===== src/rtl/usr_pkg.sv =====
// Shared definitions for the universal shift register: mode encodings.
package usr_pkg;

    typedef enum logic [1:0] {
        MODE_HOLD = 2'b00,
        MODE_SHR  = 2'b01,
        MODE_SHL  = 2'b10,
        MODE_LOAD = 2'b11
    } mode_t;

endpackage : usr_pkg


===== src/rtl/usr_cell.sv =====
// One storage bit of the universal shift register: 4:1 mux into an enabled flop.
module usr_cell
    import usr_pkg::*;
(
    input  logic  clk,
    input  logic  rst,
    input  logic  en,
    input  mode_t mode,
    input  logic  right_in,  // bit arriving on a right shift (from the MSB side)
    input  logic  left_in,   // bit arriving on a left shift (from the LSB side)
    input  logic  p_bit,
    output logic  q
);

    logic d_c;

    // Select the next value of this bit from the operating mode.
    always_comb begin
        d_c = q;
        unique case (mode)
            MODE_HOLD: d_c = q;
            MODE_SHR:  d_c = right_in;
            MODE_SHL:  d_c = left_in;
            MODE_LOAD: d_c = p_bit;
            default:   d_c = q;
        endcase
    end

    // Storage flop with async reset and clock enable.
    always_ff @(posedge clk or posedge rst) begin
        if (rst) begin
            q <= 1'b0;
        end else if (en) begin
            q <= d_c;
        end
    end

endmodule : usr_cell


===== src/rtl/univ_shift_reg.sv =====
// Parametrised universal shift register with bidirectional serial ports and
// a modulo-WIDTH shift counter that pulses frame_done after every WIDTH shifts.
module univ_shift_reg
    import usr_pkg::*;
#(
    parameter int unsigned WIDTH = 8,
    parameter int unsigned CW    = $clog2(WIDTH)
) (
    input  logic             clk,
    input  logic             rst,
    input  logic             en,
    input  logic [1:0]       mode,
    input  logic [WIDTH-1:0] p_in,
    input  logic             s_in_r,
    input  logic             s_in_l,
    output logic [WIDTH-1:0] p_out,
    output logic             s_out_r,
    output logic             s_out_l,
    output logic [CW-1:0]    shift_cnt,
    output logic             frame_done
);

    mode_t            mode_c;
    logic [WIDTH-1:0] q;
    logic             is_shift_c;
    logic             wrap_c;
    logic [CW-1:0]    cnt_nxt_c;

    assign mode_c = mode_t'(mode);

    // Bit array: each cell sees its neighbours, the ends see the serial inputs.
    for (genvar i = 0; i < WIDTH; i++) begin : g_cell
        logic right_src;
        logic left_src;

        if (i == WIDTH - 1) begin : g_msb
            assign right_src = s_in_r;
        end else begin : g_mid_r
            assign right_src = q[i+1];
        end

        if (i == 0) begin : g_lsb
            assign left_src = s_in_l;
        end else begin : g_mid_l
            assign left_src = q[i-1];
        end

        usr_cell u_cell (
            .clk      (clk),
            .rst      (rst),
            .en       (en),
            .mode     (mode_c),
            .right_in (right_src),
            .left_in  (left_src),
            .p_bit    (p_in[i]),
            .q        (q[i])
        );
    end

    assign p_out   = q;
    assign s_out_r = q[0];
    assign s_out_l = q[WIDTH-1];

    // Next counter value; wraps at WIDTH-1 so non-power-of-two widths stay in range.
    always_comb begin
        is_shift_c = en && ((mode_c == MODE_SHR) || (mode_c == MODE_SHL));
        wrap_c     = is_shift_c && (shift_cnt == CW'(WIDTH - 1));
        cnt_nxt_c  = shift_cnt;
        if (en && (mode_c == MODE_LOAD)) begin
            cnt_nxt_c = '0;
        end else if (wrap_c) begin
            cnt_nxt_c = '0;
        end else if (is_shift_c) begin
            cnt_nxt_c = shift_cnt + CW'(1);
        end
    end

    // Counter and frame pulse registers; frame_done is high only after a wrapping shift.
    always_ff @(posedge clk or posedge rst) begin
        if (rst) begin
            shift_cnt  <= '0;
            frame_done <= 1'b0;
        end else begin
            shift_cnt  <= cnt_nxt_c;
            frame_done <= wrap_c;
        end
    end

endmodule : univ_shift_reg


===== config.mk =====
export PLATFORM = sky130hd
export DESIGN_NAME = univ_shift_reg
export DESIGN_NICKNAME = d
export VERILOG_FILES = /design/src/rtl/usr_pkg.sv /design/src/rtl/usr_cell.sv /design/src/rtl/univ_shift_reg.sv
export SDC_FILE = /design/constraint.sdc
export NUM_CORES = 1
export LEC_CHECK = 0
export CAP_MARGIN = 0
export CORE_MARGIN = 3
export CORE_UTILIZATION = 47
export CTS_BUF_LIST = sky130_fd_sc_hd__clkbuf_2 sky130_fd_sc_hd__clkbuf_4 sky130_fd_sc_hd__clkbuf_8
export CTS_CLUSTER_DIAMETER = 50
export CTS_CLUSTER_SIZE = 20
export DETAILED_ROUTE_END_ITERATION = 8
export PLACE_DENSITY = 0.9
export SYNTH_ARGS = -nofsm -noshare
export SYNTH_HDL_FRONTEND = slang
export SYNTH_SLANG_ARGS = --single-unit

===== constraint.sdc =====
create_clock -name clk -period 3.7 [get_ports clk]
set_clock_uncertainty 0.1 [all_clocks]
set_input_delay 0.555 -clock clk [delete_from_list [all_inputs] [get_ports clk]]
set_output_delay 0.555 -clock clk [all_outputs]
set_load 0.01 [all_outputs]

## After elaboration in Yosys (flattened, before gate mapping)

Cells that the tools add are included.

| storage, ports and cells | value |
|---|---|
| register bits | 12 |
| input bits | 15 |

| cells by class | value |
|---|---|
| $add $sub $neg | 1 |
| eq/ne operators | 4 |
| mux-type cells | 11 |
| bitwise operators | 1 |
| reductions and logical operators | 7 |

Operator list:

| kind | number |
|---|---|
| case mux 1 bit (3 select lines) | 8 |
| two-way mux 3 bit | 3 |
| == test 2 bit (second input constant) | 2 |
| adder 3 x 1 -> 3 bit (second input constant) | 1 |
| == test 3 bit (second input constant) | 1 |
| logical AND 1 bit | 3 |
| nonzero test 3 bit | 1 |
| == test 2 x 1 -> 1 bit (second input constant) | 1 |
| logical NOT 2 bit | 1 |
| AND reduction 2 bit | 1 |
| logical OR 1 bit | 1 |
| inverter 1 bit | 1 |

## Depth between registers and ports, before layout

Gate-level depths: netlist (run 1).

| logic depth | value |
|---|---|
| depth after elaboration | 6 |
| mapped depth | 6 |
| depth with buffers taken out | 5 |

## Modules after synthesis

Synthesis (run 1) repeated with hierarchy kept, for this count alone.

| second synthesis, totals | value |
|---|---|
| cells, all modules | 91 |
| area total of the unflattened synthesis | 915.9 um^2 |

By module, submodules not included:

| module | instances | cells each | area each (um^2) |
|---|---|---|---|
| usr_cell | 8 | 8 | 78.8 |
| univ_shift_reg | 1 | 27 | 285.3 |

## Worst setup path after synthesis (run 1)

Ideal clock, no wire load.

| timing path | value |
|---|---|
| path kind | input to register |
| from | input mode[0] |
| to | register g_cell[1].u_cell.q |
| arrival time | 1.304 ns |
| data required time | 3.474 ns |
| slack | 2.169 ns |
| stages | 5 |
| path buffers | 1 |
| cell sequence | ha_1 -> buf_6 -> a22o_1 -> a21oi_1 -> o21ai_1 |

| on the way | value |
|---|---|
| longest elaborated chain between the ends | 3 |
| elaborated cells on any way between the ends | 7 |

RTL lines:

| item | line | source |
|---|---|---|
| start, declared | univ_shift_reg.sv:12 | `input logic [1:0] mode,` |
| branches (longest 3 deep; another with case mux 1 bit (3 select lines)) | n/a |  |
| end signal, assigned | usr_cell.sv:32 | `q <= 1'b0;` |
| end signal, assigned | usr_cell.sv:34 | `q <= d_c;` |
| end, declared | usr_cell.sv:12 | `output logic q` |

Several ways; the timed one is not identified.
A chain may end at the register's enable or synchronous reset.

## Final worst setup path (run 1)

| timing path | value |
|---|---|
| from | input mode[1] |
| to | register g_cell[7].u_cell.q |

| on the way | value |
|---|---|
| longest elaborated chain between the ends | 3 |
| elaborated cells on any way between the ends | 7 |

RTL lines:

| item | line |
|---|---|
| branches (longest 3 deep; another with case mux 1 bit (3 select lines)) | n/a |
| end signal, assigned | usr_cell.sv:32 |
| end signal, assigned | usr_cell.sv:34 |
| end, declared | usr_cell.sv:12 |

Several ways; the timed one is not identified.

==> reports/metrics.cfg, run 1 <==
[sta]
layout_setup_ws_ns=1.74
min_period_ns=1.96
final.setup.tns_ns=0
setup_viol=0
slew_headroom=0.648
tightest_slew_ns=0.527
hold_slack_ns=0.439
grt_setup_unrepaired=false
fmax_ghz=0.511
period_share=0.529
drv_slew=0
finalHoldViolCount=0

[synthesis]
ys_warn_count=0
synth_top_area_share=0.411
syn_area_sq_um=731
synth-xor-area-share=0
syn_nets=98
synth.distinct_cells=17
yosysTopAreaCell=dfrtp_1
yosys.area_share.adder=0.0856
synth_area_per_cell_sq_um=9.37
yosys.area_share.simple=0.0908
synthTopCellsByArea=dfrtp_1, a22o_1, ha_1
muxShareOfSynthArea=0
yosysSeqAreaShare=0.411
syn_inst=78
ys_seq_elements=12
synth_top_family_by_area=compound AO/OA/AOI/OAI gates
synth_compound_area_frac=0.262

[placement]
place_congestion=0.792
dp_slack_ns=1.47
hpwlAfterDp_microns=1290
dp_cells=110
placed_cell_area_sq_um=942
port_buffers=28

[job]
maxCapViolCount=0

[finish]
diodes=0
utilization=0.698
syn_to_final_growth_pct=32.0
fin_area_sq_um=965
drive_gt1_frac=0.0408
final_cells=113
final_nets=120

[drt]
avgViaCountPerCell=5.74
drt-initial-drc-count=14
num_vias=649
ant_nets=0
dr.pass1.iters=4
wirelength_microns=1690
wl_per_cell_microns=14.9
drc_errors=0

[setup_path]
crit_path_end_kind=flop
timing.rr.end=shift_cnt[2]
cp-endpoint=g_cell[7].u_cell.q
cp-start-kind=input port
cp_data_arrival_time_ns=1.99
worstReg2RegStart=shift_cnt[0]
reg2reg_depth=5
crit_required_ns=3.74
crit_path_start=mode[1]
r2r_slack_ns=2.17
criticalPathCategory=in2reg
crit_fanout=13

[power_and_ir_drop]
p_total_uw=442
power_leakage_nw=0.440
vdd_ir_drop_max_mv=0.339
powerDensity_mw_per_mm2=458

[cts]
cts_tree=built
postCtsSetupRepairBufs=0
path_clk_slew_ns=0.07
htree_levels=1
numCtsBuffers=3
cts.sinks=12
cts-root-buf=clkbuf_4
clk_latency_ns=0.27
postCtsHoldBufs=0
cts_resized=0
max-clock-path-buffers=2

[floorplanning]
dieArea_sq_mm=0.00206
die_width_microns=45.4
start_util=0.529
coreArea_sq_mm=0.00138
dieHeight_microns=45.4
row_count=13
pin_count=29

[min_path]
hold_class=reg2reg

[outcome]
status=finished, final reports clean

[global_routing]
grt-ovfl-total=0
first_global_vias=667
grt_pass1_wl_microns=2810
grt_use_total=0.191
grt_antenna_before_repair=0
grt_max_degree=17

[registers in the layout (all words and copies together) (netlist names)]
name             count
shift_cnt            3
frame_done           1
g_cell.u_cell.q      8
[routing by layer]
metal,routed length (microns),part of all wire,GRT usage
met4,61,0.036,0.123
met3,130,0.077,0.0395
met5,0,0,0
met2,792,0.47,0.298
met1,700,0.42,0.235
[area by class of cell]
type                       count  area, sq um
multi-input combinational     49          320
tap                           15         18.8
sequential                    12          300
timing repair buffer          28          280
fill                          99          418
clock buffer                   3         22.5
inverter                       6         22.5
[synth_stat cells]
library cell	n
nor2_1	1
buf_2	1
and3_1	1
o2bb2ai_1	1
ha_1	5
o21ai_1	10
buf_6	2
dfrtp_1	12
nor2_2	1
nand2b_1	1
o41ai_1	2
a21oi_1	9
inv_1	6
nand2_1	9
and4b_1	1
buf_4	8
a22o_1	8
[layout by cell type, fill, tap and decap left out, drive strengths merged]
master,netlist,routed
nand2b,1,1
a21oi,9,9
nor2,2,2
and4b,1,1
dfrtp,12,12
ha,5,5
o41ai,2,2
nand2,9,9
o2bb2ai,1,1
inv,6,6
a22o,8,8
o21ai,10,10
clkdlybuf4s50,0,28
clkbuf,0,3
and3,1,1
[critical path: stages]
cell and delay [ns]:
clkdlybuf4s50_1 0.51, ha_1 0.44, nor2_2 0.17, a21oi_1 0.24, o21ai_1 0.08
[worst min-delay path by stage]
| stage | startpoint | to | slack (ns) | cells after the start |
|---|---|---|---|---|
| floorplan | rst | frame_done | 0.32 | 1 |
| global placement | shift_cnt[0] | shift_cnt[0] | 0.41 | 1 |
| detailed placement | shift_cnt[0] | shift_cnt[0] | 0.42 | 1 |
| CTS | shift_cnt[0] | shift_cnt[0] | 0.44 | 1 |
| global route | shift_cnt[0] | shift_cnt[0] | 0.46 | 1 |
| finish | shift_cnt[1] | shift_cnt[1] | 0.44 | 2 |
[cell families after synthesis]
kind of cell / after synthesis
AOI/OAI and AO/OA: 30
adders and majority gates: 5
buffers and inverters: 17
DFF: 12
and+or+nand+nor: 14
[where the power goes]
part	internal (mW)	switching, mW
clock	0.0377	0.0417
combinational	0.0996	0.0733
sequential	0.160	0.0303
No activity file was read; power rests on OpenSTA's default activity.
==> run 2: changes to the inputs <==
CORE_ASPECT_RATIO = 1.25   (was default)
CORE_UTILIZATION = 40   (was 47)
PLACE_DENSITY = 0.82   (was 0.9)
clock period = 1.55 ns   (was 3.7 ns; I/O delays follow)
==> reports/metrics.cfg, run 2 (same netlist as run 1, synthesis figures left out) <==
[placement]
port_buffers=28  ; unchanged
place_congestion=0.771  ; -2.6%
dp_cells=117  ; +6.4%
hpwlAfterDp_microns=1260  ; -2.0%
placed_cell_area_sq_um=976  ; +3.6%

[global_routing]
grt_use_total=0.160  ; -0.0305
met3_usage=0.0368  ; -0.00274
grt-ovfl-total=0  ; unchanged
top_usage_layer=met2
grt_pass1_wl_microns=2720  ; -3.2%
grt_max_degree=13  ; -4
first_global_vias=627  ; -6.0%
groute.layer.met2.usage=0.286  ; -0.0116
grt_antenna_before_repair=0  ; unchanged
met1_usage=0.171  ; -0.0644

[cts]
numCtsBuffers=3  ; unchanged
cts.sinks=12  ; unchanged
cts_tree=built
htree_levels=1  ; unchanged
cts-root-buf=clkbuf_4
max-clock-path-buffers=2  ; unchanged
path_clk_slew_ns=0.08  ; about the same
clk_latency_ns=0.27  ; about the same

[setup_path]
criticalPathCategory=reg2out
cp_cell_sequence=clkdlybuf4s50_1
slowest_delay_ns=0.53  ; +0.02 ns
crit_path_end_kind=primary output
critPathTopFamily=buffers and inverters
timing.rr.end=shift_cnt[2]
cp-start-kind=flop
reg2reg_depth=5  ; unchanged
cp_num_buf_inv=1  ; unchanged
crit_required_ns=1.22  ; -2.52 ns
r2r_slack_ns=0.08  ; -2.09 ns
cp_data_arrival_time_ns=1.15  ; -0.84 ns
cp_slowest_cell=clkdlybuf4s50_1
crit_fanout=2  ; -11
worstReg2RegStart=shift_cnt[0]

[finish]
fin_area_sq_mm=0.00105  ; +9.2%
final_cells=126  ; +12%
final_cell_mix=clkdlybuf4s50_1, dfrtp_1, o21ai_1
regMostFlops=g_cell.u_cell.q
largest_reg_flops=8  ; unchanged
diodes=0  ; unchanged
syn_to_final_growth_pct=44.2
final_nets=129  ; +7.5%
drive_gt1_frac=0.148  ; +0.107
top_regs=g_cell.u_cell.q x8, shift_cnt x3, frame_done x1
layout_commonest_cell=clkdlybuf4s50_1

[drt]
ant_nets=0  ; unchanged
drt-initial-drc-count=9  ; -5
drc_errors=0  ; unchanged
dr.pass1.iters=4  ; unchanged
wirelength_microns=1670  ; -1.1%
wl_per_cell_microns=13.2  ; -11%
num_vias=666  ; +2.6%
avgViaCountPerCell=5.29  ; -8.0%

[job]
maxCapViolCount=0  ; unchanged

[sta]
grt_setup_unrepaired=false
min_period_ns=1.49
period_share=0.959
tightest_slew_ns=0.462  ; -0.0648 ns
fmax_ghz=0.673
slew_headroom=0.691  ; +0.0429
finalHoldViolCount=0  ; unchanged
drv_slew=0  ; unchanged
setup_viol=0  ; unchanged

[power_and_ir_drop]
powerDensity_mw_per_mm2=1050  ; +130%
power_leakage_nw=0.546  ; +24%
vdd_ir_drop_max_mv=0.590  ; +74%

[floorplanning]
dieHeight_microns=53.8  ; +18%
die_width_microns=44.2  ; -2.6%
row_count=16  ; +3
start_util=0.445  ; -0.0834
coreArea_sq_mm=0.00164  ; +19%
pin_count=29  ; unchanged
dieArea_sq_mm=0.00238  ; +15%

[min_path]
hold_class=in2async

[outcome]
status=finished, final reports clean

[run 2: cell types whose count changed in the layout (fill, tap and decap cells not counted), sizes merged]
cell,previous run,this run
clkdlybuf4s50,28,17
buf,0,9
dlygate4sd2,0,9
dlymetal6s2s,0,2
clkbuf,3,4
[run 2: repair_timing]
action	in CTS	in global routing
setup endpoints to repair	12	12
hold buffers	0	0
resized for setup	9	5
buffers inserted	5	0
cloned	0	0
[run 2: metrics by stage]
stage | utilization | total power, mW | hold slack (ns) | setup TNS (ns) | setup WS (ns)
after detailed placement | 0.595 | 0.876 | 0.416 | -2.64 | -0.264
after CTS | 0.633 | 1.12 | 0.199 | 0 | 0.0130
after global placement | 0.595 | 0.861 | 0.398 | -2.18 | -0.210
after floorplan | - | 0.687 | -0.00280 | 0 | 0.106
final | 0.642 | 1.11 | 0.171 | 0 | 0.0634
after global routing | 0.642 | 1.19 | 0.229 | 0 | 0.0169
[run 2: final cells by class]
class,instances,area [sq um]
fill,148,588
timing repair buffer,37,342
multi-input combinational,49,330
sequential,12,300
clock buffer,4,36.3
inverter,6,22.5
tap,18,22.5
[run 2: worst max path at each step]
stage / to / slack [ns] / from / cells after the start
floorplan: shift_cnt[2] / 0.11 / shift_cnt[0] / 5
global placement: g_cell[2].u_cell.q / -0.21 / mode[0] / 6
detailed placement: g_cell[7].u_cell.q / -0.26 / mode[0] / 6
CTS: p_out[1] / 0.01 / g_cell[1].u_cell.q / 1
global route: p_out[5] / 0.02 / g_cell[5].u_cell.q / 1
finish: p_out[6] / 0.06 / g_cell[6].u_cell.q / 1
[run 2: power by group]
part | leakage (nW) | internal (mW) | switching, mW | total, mW
Combinational | 0.369 | 0.234 | 0.184 | 0.417
Sequential | 0.155 | 0.381 | 0.0607 | 0.442
Clock | 0.0210 | 0.143 | 0.106 | 0.249
Total | 0.546 | 0.757 | 0.351 | 1.11
[run 2: layer usage]
layer	wire length, microns	vias up
met5	0	-
met4	19	0
met3	96	2
met2	856	22
met1	695	311
li1	-	331
==> run 3: changes to the inputs <==
GPL_ROUTABILITY_DRIVEN = 0   (was default)
TNS_END_PERCENT = 5   (was default)
==> reports/metrics.cfg, run 3 (same netlist as run 1, synthesis figures left out) <==
[power_and_ir_drop]
power_leakage_nw=0.531  ; -2.6%
p_seq_frac=0.418  ; +0.020
p_int_uw=730  ; -3.6%
p_clk_frac=0.229  ; +0.004
combPwrFrac=0.353  ; -0.024
vdd_ir_drop_max_mv=0.588  ; -0.32%
p_total_mw=1.07  ; -3.4%
switchingPower_uw=341  ; -2.7%
powerDensity_mw_per_mm2=1050  ; -0.27%
switching_share=0.319  ; +0.00208

[placement]
port_buffers=28  ; unchanged
hpwlAfterDp_microns=1260  ; unchanged
dp_slack_ns=-0.264  ; unchanged
placed_cell_area_sq_um=976  ; unchanged
dp_cells=117  ; unchanged

[finish]
diodes=0  ; unchanged
drive_gt1_frac=0.115  ; -0.0328
syn_to_final_growth_pct=39.7
multiInputGateArea_sq_um=330  ; unchanged
final_cell_mix=clkdlybuf4s50_1, dfrtp_1, dlygate4sd2_1, o21ai_1
fill_cells=151  ; +2.0%
final_nets=125  ; -3.1%
final_cells=122  ; -3.2%
fin_area_sq_mm=0.00102  ; -3.1%
top_regs=g_cell.u_cell.q x8, shift_cnt x3, frame_done x1
utilization=0.622  ; -0.0198
regMostFlops=g_cell.u_cell.q
layout_commonest_cell=clkdlybuf4s50_1
largest_reg_flops=8  ; unchanged
seq_area_sq_um=300  ; unchanged

[sta]
setup_viol=0  ; unchanged
finalHoldViolCount=0  ; unchanged
final.setup.tns_ns=0  ; unchanged
layout_setup_ws_ns=0.0699  ; +0.00653 ns
tightest_slew_ns=0.463  ; +0.000755 ns
slew_headroom=0.691  ; about the same
hold_slack_ns=0.177  ; +0.00576 ns
grt_setup_unrepaired=false
fmax_ghz=0.676  ; +0.44%
drv_slew=0  ; unchanged
min_period_ns=1.48  ; -0.00653 ns
period_share=0.955  ; -0.00422

[setup_path]
cp_data_arrival_time_ns=1.54  ; +0.39 ns
crit_required_ns=1.61  ; +0.39 ns
slowest_delay_ns=0.51  ; -0.02 ns
cp-start-kind=input port
criticalPathCategory=in2reg
crit_path_end_kind=flop
cp_cell_sequence=clkdlybuf4s50_1 -> inv_1 -> ha_1 -> and4b_1 -> a21oi_1 -> o2bb2ai_1
cp_slowest_cell=clkdlybuf4s50_1
crit_fanout=4  ; +2

[global_routing]
grt_pass1_wl_microns=2670  ; -1.8%
grt_antenna_before_repair=0  ; unchanged
grt_max_degree=13  ; unchanged
grt_use_total=0.157  ; -0.00279
grt-ovfl-total=0  ; unchanged
first_global_vias=600  ; -4.3%

[job]
maxCapViolCount=0  ; unchanged

[floorplanning]
dieArea_sq_mm=0.00238  ; unchanged
start_util=0.445  ; unchanged
dieHeight_microns=53.8  ; unchanged
row_count=16  ; unchanged
pin_count=29  ; unchanged
die_width_microns=44.2  ; unchanged
coreArea_sq_mm=0.00164  ; unchanged

[cts]
clk_latency_ns=0.27  ; about the same
cts-root-buf=clkbuf_4
cts.sinks=12  ; unchanged
cts_tree=built
path_clk_slew_ns=0.08  ; about the same
htree_levels=1  ; unchanged
numCtsBuffers=3  ; unchanged
max-clock-path-buffers=2  ; unchanged

[outcome]
status=finished, final reports clean

[drt]
wirelength_microns=1620  ; -3.1%
num_vias=648  ; -2.7%
drc_errors=0  ; unchanged
ant_nets=0  ; unchanged
avgViaCountPerCell=5.31  ; +0.49%
drt-initial-drc-count=11  ; +2
dr.pass1.iters=4  ; unchanged
wl_per_cell_microns=13.2  ; about the same

[min_path]
hold_class=in2async

run 3: changes by cell type in the layout (fill, tap and decap cells not counted):
| cell | before | now |
|---|---|---|
| buf_4 | 9 | 5 |
| clkdlybuf4s50_1 | 17 | 15 |
| dlygate4sd2_1 | 9 | 11 |
run 3: power by group through the flow:
| stage | Combinational, mW | Clock [mW] | Sequential [mW] |
|---|---|---|---|
| 3_5_place_dp | 0.418 | 0 | 0.458 |
| 6_report | 0.378 | 0.245 | 0.448 |
| 3_3_place_gp | 0.407 | 0 | 0.454 |
| 2_1_floorplan | 0.226 | 0 | 0.461 |
| 4_1_cts | 0.385 | 0.253 | 0.449 |
| 5_1_grt | 0.426 | 0.275 | 0.459 |
run 3: layout make-up:
| class | instances | share of cell area |
|---|---|---|
| well taps | 18 | 0.0221 |
| flip-flops and latches | 12 | 0.294 |
| clock buffers | 4 | 0.0355 |
| inverters | 6 | 0.0221 |
| multi-input cells | 49 | 0.324 |
| repair buffers | 33 | 0.303 |
run 3: path summary, 6_finish.rpt:
kind                         startpoint                 end  slack [ns]  cells after the start
min in group clk           shift_cnt[0]        shift_cnt[0]        0.42                      1
max reg2reg                shift_cnt[0]        shift_cnt[2]        0.08                      5
min reg2reg                shift_cnt[0]        shift_cnt[0]        0.42                      1
max in group asynchronous           rst  g_cell[0].u_cell.q        0.85                      2
min                                 rst  g_cell[7].u_cell.q        0.18                      2
max                             mode[1]        shift_cnt[2]        0.07                      6
run 3: routing by layer:
layer | wire (microns) | track usage | up-vias
met5 | 0 | 0 | -
met4 | 19 | 0.0905 | 0
met3 | 113 | 0.0368 | 2
met2 | 798 | 0.269 | 30
met1 | 684 | 0.177 | 293
li1 | - | - | 323
run 3: timing repair:
item / 4_1_cts / 5_1_grt
gates resized for setup: 11 / 5
pin swaps: 0 / 0
setup buffers: 1 / 0
cloned: 0 / 0
hold buffers: 0 / 0
endpoints found under the setup margin: 12 / 11
run 3: critical path, delay by kind of cell:
family / cells / cell delay, ns
AO/OA/AOI/OAI: 2 / 0.19
adder cells (fa/ha/maj): 1 / 0.32
buffers and inverters: 2 / 0.57
AND/OR/NAND/NOR: 1 / 0.22
